[src/rtl/alu_kontrol.sv]
// Multi-cycle controller around an external combinational ALU with a 4x8 register file.
// Each request takes four cycles (accept, read operands, compute, write back); new requests only accepted when idle.
module alu_kontrol (
  input  logic       clk_in,
  input  logic       rst_n_in,
  input  logic       istek_in,
  output logic       hazir_out,
  input  logic [2:0] islem_in,
  input  logic [1:0] hedef_in,
  input  logic [1:0] kaynak1_in,
  input  logic [1:0] kaynak2_in,
  input  logic       anlik_sec_in,
  input  logic [7:0] veri_in,
  output logic [2:0] alu_islem_out,
  output logic [7:0] alu_s1_out,
  output logic [7:0] alu_s2_out,
  input  logic [7:0] alu_s_in,
  output logic [7:0] sonuc_out,
  output logic       gecerli_out,
  output logic       sifir_out,
  input  logic [1:0] oku_adr_in,
  output logic [7:0] oku_veri_out
);

  typedef enum logic [1:0] {BOSTA = 2'd0, OKU = 2'd1, HESAPLA = 2'd2, YAZ = 2'd3} durum_t;

  durum_t     r_durum;
  durum_t     w_sonraki;

  logic [2:0] r_islem;
  logic [1:0] r_hedef;
  logic [1:0] r_k1;
  logic [1:0] r_k2;
  logic       r_anlik;
  logic [7:0] r_veri;

  logic [2:0] r_alu_islem;
  logic [7:0] r_alu_s1;
  logic [7:0] r_alu_s2;
  logic [7:0] r_sonuc;
  logic       r_sifir;
  logic [7:0] r_dosya [4];

  always_ff @(posedge clk_in or negedge rst_n_in) begin
    if (!rst_n_in) r_durum <= BOSTA;
    else           r_durum <= w_sonraki;
  end

  always_comb begin
    w_sonraki = r_durum;
    case (r_durum)
      BOSTA:   if (istek_in) w_sonraki = OKU;
      OKU:     w_sonraki = HESAPLA;
      HESAPLA: w_sonraki = YAZ;
      YAZ:     w_sonraki = BOSTA;
      default: w_sonraki = BOSTA;
    endcase
  end

  // The ALU operand registers double as the ALU drive, so they hold between operations.
  always_ff @(posedge clk_in or negedge rst_n_in) begin
    if (!rst_n_in) begin
      r_islem     <= 3'd0;
      r_hedef     <= 2'd0;
      r_k1        <= 2'd0;
      r_k2        <= 2'd0;
      r_anlik     <= 1'b0;
      r_veri      <= 8'h00;
      r_alu_islem <= 3'd0;
      r_alu_s1    <= 8'h00;
      r_alu_s2    <= 8'h00;
      r_sonuc     <= 8'h00;
      r_sifir     <= 1'b0;
      for (int i = 0; i < 4; i++) r_dosya[i] <= 8'h00;
    end else begin
      case (r_durum)
        BOSTA: begin
          if (istek_in) begin
            r_islem <= islem_in;
            r_hedef <= hedef_in;
            r_k1    <= kaynak1_in;
            r_k2    <= kaynak2_in;
            r_anlik <= anlik_sec_in;
            r_veri  <= veri_in;
          end
        end
        OKU: begin
          r_alu_islem <= r_islem;
          r_alu_s1    <= r_dosya[r_k1];
          r_alu_s2    <= r_anlik ? r_veri : r_dosya[r_k2];
        end
        HESAPLA: begin
          r_sonuc <= alu_s_in;
          r_sifir <= (alu_s_in == 8'h00);
        end
        YAZ: begin
          r_dosya[r_hedef] <= r_sonuc;
        end
        default: ;
      endcase
    end
  end

  assign hazir_out     = (r_durum == BOSTA);
  assign gecerli_out   = (r_durum == YAZ);
  assign alu_islem_out = r_alu_islem;
  assign alu_s1_out    = r_alu_s1;
  assign alu_s2_out    = r_alu_s2;
  assign sonuc_out     = r_sonuc;
  assign sifir_out     = r_sifir;
  assign oku_veri_out  = r_dosya[oku_adr_in];

endmodule
[config.mk]
export PLATFORM = sky130hd
export DESIGN_NAME = alu_kontrol
export DESIGN_NICKNAME = d
export VERILOG_FILES = /design/src/rtl/alu_kontrol.sv
export SDC_FILE = /design/constraint.sdc
export NUM_CORES = 1
export LEC_CHECK = 0
export BUFFER_PORTS_ARGS = -buffer_cell sky130_fd_sc_hd__buf_2
export CORE_ASPECT_RATIO = 0.75
export CORE_UTILIZATION = 40
export CTS_BUF_LIST = sky130_fd_sc_hd__clkbuf_8
export CTS_CLUSTER_DIAMETER = 40
export CTS_CLUSTER_SIZE = 16
export DETAILED_ROUTE_END_ITERATION = 10
export PLACE_DENSITY = 0.64
export REMOVE_ABC_BUFFERS = 1
export SYNTH_ARGS = -nofsm -noshare
export SYNTH_HDL_FRONTEND = slang
export SYNTH_SLANG_ARGS = --single-unit
[constraint.sdc]
create_clock -name clk_in -period 2.3 [get_ports clk_in]
set_input_delay 0.46 -clock clk_in [delete_from_list [all_inputs] [get_ports clk_in]]
set_output_delay 0.46 -clock clk_in [all_outputs]
set_load 0.1 [all_outputs]
### After elaboration in Yosys (flattened, before gate mapping)

Index checks and enable logic that the tools add are counted.

| cells by class | value |
|---|---|
| shifts and indexed selects | 0 |
| divide/modulo/power cells | 0 |
| magnitude comparators | 5 |
| reduce and logical (&&, ||, !) cells | 4 |
| add/subtract/negate cells | 0 |
| $mul | 0 |
| bitwise logic cells | 4 |
| equal/unequal tests | 4 |
| muxes and demuxes | 15 |

Operators with widths:

| kind | count |
|---|---|
| $mux 8 | 8 |
| $bmux 8 s2 | 3 |
| $bwmux 32 | 1 |
| $demux 8 s2 | 1 |
| $ge 3x3->1 const B | 4 |
| $not 2->3 | 4 |
| $logic_not 8->1 | 1 |
| $pmux 2 s4 | 1 |
| $eq 2x2->1 const B | 2 |
| $lt 3x1->1 const B | 1 |
| $eq 2x1->1 const B | 1 |
| $logic_not 2->1 | 1 |
| $mux 2 | 1 |
| $ne 2x2->1 const B | 1 |
| $reduce_and 2->1 | 1 |
| $logic_and 1x1->1 | 1 |

| word-level totals | value |
|---|---|
| bits in writable memories | 0 |
| latch bits | 0 |
| input bits | 31 |
| register bits | 80 |
| memories kept | 0 |
| output and inout port bits | 38 |
| ROM bits | 0 |

### Longest topological paths before layout

Gate-level depths: netlist of run 1.

| logic depth | value |
|---|---|
| depth after elaboration | 6 |
| mapped depth | 5 |
| depth with buffers taken out | 4 |

### Least setup slack after synthesis of run 1

OpenSTA, ideal clock, no wires.

| timing path | value |
|---|---|
| kind | reg-to-reg |
| from | register r_durum[0] |
| to | register r_hedef[0] |
| library setup time | 0.125 ns |
| stages on the path, launching flop included | 6 |
| period minus slack after synthesis | 2.425 ns |
| arrival | 2.301 ns |
| path slack | -0.125 ns |
| required time | 2.175 ns |
| path buffers | 1 |
| cell sequence | dfrtp_1 inv_1 ha_1 nand2_1 buf_2 mux2_2 |

| on the way | value |
|---|---|
| word-level cells in the longest chain between the ends | 2 |

RTL lines:

| item | RTL line | RTL |
|---|---|---|
| start: declaration | 27 | `durum_t r_durum;` |
| start signal: assignment | 46 | `else r_durum <= w_sonraki;` |
| $logic_not 2->1 | -- |  |
| net hazir_out | 7 | `output logic hazir_out,` |
| $reduce_and 2->1 (no source line) | -- |  |
| end signal: assignment | 80 | `r_hedef <= hedef_in;` |
| end: declaration | 31 | `logic [1:0] r_hedef;` |

The timed path passes the listed nets, and every way through them passes these cells.
A chain may end at the register's enable or synchronous reset.

### Worst setup path after layout of run 1

| timing path | value |
|---|---|
| from | input port oku_adr_in[0] |
| to | output port oku_veri_out[0] |

| on the way | value |
|---|---|
| word-level cells in the longest chain between the ends | 4 |

RTL lines:

| item | RTL line | RTL |
|---|---|---|
| start: declaration | 21 | `input logic [1:0] oku_adr_in,` |
| $not 2->3 (implied by the code) | 111 | `assign oku_veri_out = r_dosya[oku_adr_in];` |
| $bmux 8 s2 | 111 |  |
| $mux 8 (implied by the code) (2 in series) | 111 |  |
| end: declaration | 22 | `output logic [7:0] oku_veri_out` |

Every way passes these cells. The select of a mux whose other input is x is not followed.

==> flow_metrics.tcl, run 1 <==
set metrics [dict create \
    area_growth_pct 17.0 \
    finalClockSkew_ps 9.87 \
    startpoint_type "input pin" \
    initialDrtViolationCount 101 \
    ys_seq_area_share_pct 54.3 \
    status "complete, no violations" \
    coreArea_um2 8710 \
    drt-total-wl_mm 7.99 \
    viasPerCell 5.50 \
    post_cts_buffers 0 \
    synth_warnings 0 \
    synth_area_leaders "dfrtp_1 54%, mux2_2 21%, mux4_2 15%" \
    antenna_left 0 \
    worstSetupPathType "input pin to output port" \
    min_period_over_period_pct 92.2 \
    drive_gt1_share_pct 62.0 \
    cts_tree "built" \
    min_period_ps 2120 \
    num_vias 2243 \
    cts.clk_slew.worst_paths_ps 80 \
    start_util_pct 42.3 \
    grt_start_max_net_pins 48 \
    first_pass_iters 4 \
    grt_pass1_vias 2297 \
    cts_hold_buf 0 \
    fin_nets 330 \
    end_kind "output port" \
    drv_cap 0 \
    placementRows 29 \
    grt.overflow.total 0 \
    cts.path.max_buffers 2 \
    hold_viol 0 \
    cts_sinks 80 \
    ios 69 \
    cts_htree_levels 3 \
    synthDominantCellAreaShare_pct 54.3 \
    syn_area_um2 3680 \
    hpwlAfterDp_mm 5.56 \
    max_slew.worst_pin.slew_ps 633 \
    synth_cell_types 26 \
    gp_congestion 0.721 \
    grt_use_total_pct 18.4 \
    rsz0062_at_grt "no" \
    max_freq_mhz 471 \
    cts_resized 0 \
    syn_inst 222 \
    slew_viol_final 0 \
    ys_ff_latch 80 \
    worstPathArrival_ps 1660 \
    cts_buffers 9 \
    relSlewSlack_pct 57.8 \
    fin_tns_setup_ps 0 \
    avgRoutedWirePerCell_um 19.6 \
    antenna_found_initial 0 \
    drc 0 \
    path_max_fanout 8 \
    final_cells 408 \
    grt_pass1_wl_mm 12.8 \
    synth_area_per_cell_um2 16.6 \
    fin_util_pct 49.5 \
    die_w_um 113 \
    clock_tree.root_cell "clkbuf_8" \
    yosys.area.top_type "dfrtp_1" \
    fp.dieArea_um2 9600 \
    num_antenna_cells 0 \
    clock_latency_ps 360 \
    io_buffers 68 \
    setup_viol 0 \
    required_ps 1840 \
    place_inst 392 \
    min_path_type "input pin to asynchronous set/reset pin" \
    die_h_um 85.1 \
]
[worst max-delay path, cell delays in order]
cell and delay (ps):
buf_2 290, mux4_2 590, buf_2 320
[cell families (layout without fill, tap and decap cells)]
| kind of cell | Yosys count | in the layout | synth area share, % |
|---|---|---|---|
| flops | 80 | 80 | 54.3 |
| simple gates | 20 | 20 | 3.53 |
| fa+ha+maj | 4 | 4 | 1.36 |
| mux | 94 | 94 | 36.1 |
| compound gates | 10 | 10 | 2.55 |
| buf+inv | 14 | 92 | 2.14 |
[path summary, 6_finish.rpt]
kind / slack, ps / cells past startpoint / start / end
setup / recovery: 180 / 3 / oku_adr_in[0] / oku_veri_out[0]
hold reg to reg: 500 / 1 / r_veri[4] / r_veri[4]
min in group clk_in: 330 / 2 / islem_in[0] / r_islem[0]
hold / removal: 40 / 1 / rst_n_in / alu_s1_out[5]
max in group asynchronous: 1650 / 2 / rst_n_in / r_dosya[31]
setup reg to reg: 490 / 2 / r_k2[0] / alu_s2_out[0]
[cells in the mapped netlist (all sizes together)]
master,n
nor4,2
a221o,8
mux2,70
a21oi,1
and2b,1
nand2,1
buf,5
clkbuf,6
and3,8
a31o,1
mux4,24
nand3,1
inv,3
nor2,2
nand2b,1
dfrtp,80
nor3b,1
nand3b,2
nor2b,1
ha,4
[through the flow]
| step | hold WS [ps] | setup slack, ps | area, um2 |
|---|---|---|---|
| floorplan | 164 | -195 | 3620 |
| global placement | 445 | 189 | 4140 |
| detailed placement | 441 | 172 | 4140 |
| CTS | 44.6 | 170 | 4310 |
| global route | 65.0 | 138 | 4310 |
| finish | 44.0 | 179 | 4310 |
[cell usage in the layout (no fill, tap or decap), types with 2 or more instances in the layout]
cell type / synthesis / layout
and3_1: 6 / 6
nor2_1: 2 / 2
a221o_1: 8 / 8
and3_2: 2 / 2
nand3b_1: 2 / 2
ha_1: 4 / 4
clkinv_2: 0 / 4
buf_4: 1 / 5
mux2_2: 70 / 70
buf_2: 2 / 67
dfrtp_1: 80 / 80
nor4_1: 2 / 2
clkbuf_8: 1 / 10
inv_1: 3 / 5
mux4_2: 24 / 24
[layout make-up]
type	instances	area [um2]
Inverter	3	11.3
Timing Repair Buffer	73	393
Clock buffer	10	138
Clock inverter	6	27.5
Sequential cell	80	2000
Multi-Input combinational cell	128	1600
Tap cell	108	135
Fill cell	772	4400
[sequential cells by signal (all words and copies together) (netlist names)]
name,cells
r_durum,2
sonuc_out,8
r_anlik,1
alu_islem_out,3
sifir_out,1
r_k1,2
r_k2,2
r_veri,8
alu_s2_out,8
r_hedef,2
r_dosya,32
alu_s1_out,8
r_islem,3
[routing by layer]
layer	routed length, um	GRT usage, %
met5	0	0
met3	447	5.29
met4	160	8.12
met2	3520	26.5
met1	3860	26.1
Power of run 1 is left out: the tool's default activity adds up to more than one toggle a clock period on the data nets, which glitch-free logic cannot reach.
==> run 2, diff against run 1 <==
Settings changed: GPL_ROUTABILITY_DRIVEN set to 0, RECOVER_POWER set to 25.
==> run 2 against run 1 <==
  * Sequential share of layout area rose by 0.14 points
  * Die area did not move
  * Clock skew barely moved
  * Register-to-register slack barely moved
  * Largest cell class unchanged
  * First-iteration DRC count did not move
  * The flow now finishes with violations (max-capacitance violations, max-slew violations)
==> flow_metrics.tcl, run 2 (same netlist as run 1, synthesis figures left out) <==
set metrics [dict create \
    finalClockSkew_ps 9.87 \
    clock_latency_ps 360 \
    antenna_found_initial 0 \
    viasPerCell 5.50 \
    fin_nets 330 \
    status "finished, violations left" \
    post_cts_buffers 0 \
    required_ps 1840 \
    num_antenna_cells 0 \
    hpwlAfterDp_mm 5.56 \
    drive_gt1_share_pct 61.7 \
    multi_input_area_um2 1600 \
    fp.dieArea_um2 9600 \
    top_register "r_dosya" \
    min_path_type "input pin to flop" \
    drt-total-wl_mm 8.00 \
    num_vias 2242 \
    io_buffers 68 \
    cp_top_family "buffers and inverters" \
    drv_cap 1 \
    cts_hold_buf 0 \
    clock_tree.root_cell "clkbuf_8" \
    grt_use_total_pct 18.4 \
    r2r_slack_ps 490 \
    avgRoutedWirePerCell_um 19.6 \
    grt_start_max_net_pins 48 \
    initialDrtViolationCount 101 \
    worstSetupPathType "input pin to output port" \
    cts.clk_slew.worst_paths_ps 70 \
    layout_common_cells "80 x dfrtp_1, 70 x mux2_2, 67 x buf_2" \
    min_period_over_period_pct 92.2 \
    path_max_fanout 8 \
    crit_buf_inv 2 \
    rsz0062_at_grt "no" \
    die_w_um 113 \
    fillerInstances 775 \
    largest_reg_flops 32 \
    setup_ws_ps 179 \
    reg2reg_to "alu_s2_out[1]" \
    slew_viol_final 35 \
    cts_sinks 80 \
    first_pass_iters 4 \
    design_area_um2 4300 \
    seqCellArea_um2 2000 \
    placed_area_um2 4140 \
    whs_ps 333 \
    max_slew.worst_pin.slew_ps 1830 \
    area_growth_pct 16.6 \
    final_common_cell "dfrtp_1" \
    hold_end "r_islem[0]" \
    cts_resized 0 \
    placementRows 29 \
    min_period_ps 2120 \
    grt.overflow.total 0 \
    fin_tns_setup_ps 0 \
    violations "max-capacitance violations, max-slew violations" \
    post-place-ws_ps 172 \
    coreArea_um2 8710 \
    cts_buffers 9 \
    holdPathStages 2 \
    die_h_um 85.1 \
    cts_htree_levels 3 \
    critical_path.cell_chain "buf_2, mux4_2, buf_2" \
    max_freq_mhz 471 \
    r2r_start "r_k2[0]" \
    startpoint_type "input pin" \
    critical_path.slowest_cell "mux4_2" \
    cp_common_cell "buf_2" \
    relSlewSlack_pct -22.1 \
    start_util_pct 42.3 \
    grt_pass1_wl_mm 12.8 \
    hold_viol 0 \
    cts_tree "built" \
    setup_viol 0 \
    critPathMaxStageDelay_ps 590 \
    cts.path.max_buffers 2 \
    grt_pass1_vias 2297 \
    ios 69 \
    drc 0 \
    worstHoldStart "islem_in[0]" \
    worstPathArrival_ps 1660 \
    antenna_left 0 \
    worstRegToRegCells 2 \
    end_kind "output port" \
]
run 2: cell count changes in the layout (fill, tap and decap cells not counted):
cell / before / now
buf_12: 1 / 0
buf_4: 5 / 4
buf_6: 0 / 1
clkbuf_1: 0 / 1
run 2: through the flow:
step                utilization [%]  instances
detailed placement             47.6        392
finish                         49.3        408
global placement               47.6        392
global route                   49.3        408
floorplan                         -        211
CTS                            49.5        408
run 2: metal layers:
metal	routed length [um]	track usage [%]
met3	462	5.29
met2	3520	26.5
met1	3860	26.1
met4	160	8.12
met5	0	0
run 2: worst reg2reg max path: stages, from the launching register on:
cell	delay [ps]
dfrtp_1	740
mux4_2	630
a221o_1	330
run 2: how the worst max path moves through the flow:
stage | cells past startpoint | slack (ps) | end | startpoint
floorplan | 4 | -190 | r_anlik | r_durum[0]
CTS | 3 | 170 | oku_veri_out[0] | oku_adr_in[0]
detailed placement | 3 | 170 | oku_veri_out[0] | oku_adr_in[0]
global route | 2 | 80 | r_dosya[31] | rst_n_in
finish | 3 | 180 | oku_veri_out[0] | oku_adr_in[0]
global placement | 3 | 190 | oku_veri_out[0] | oku_adr_in[0]
run 2: area by class of cell:
| type | instances | area share (%) |
|---|---|---|
| well taps | 108 | 3.15 |
| clock inverters | 6 | 0.641 |
| repair buffers | 73 | 8.85 |
| clock buffers | 10 | 3.20 |
| inverters | 3 | 0.262 |
| flip-flops and latches | 80 | 46.6 |
| multi-input cells | 128 | 37.3 |
Power of run 2 is left out for the same reason.
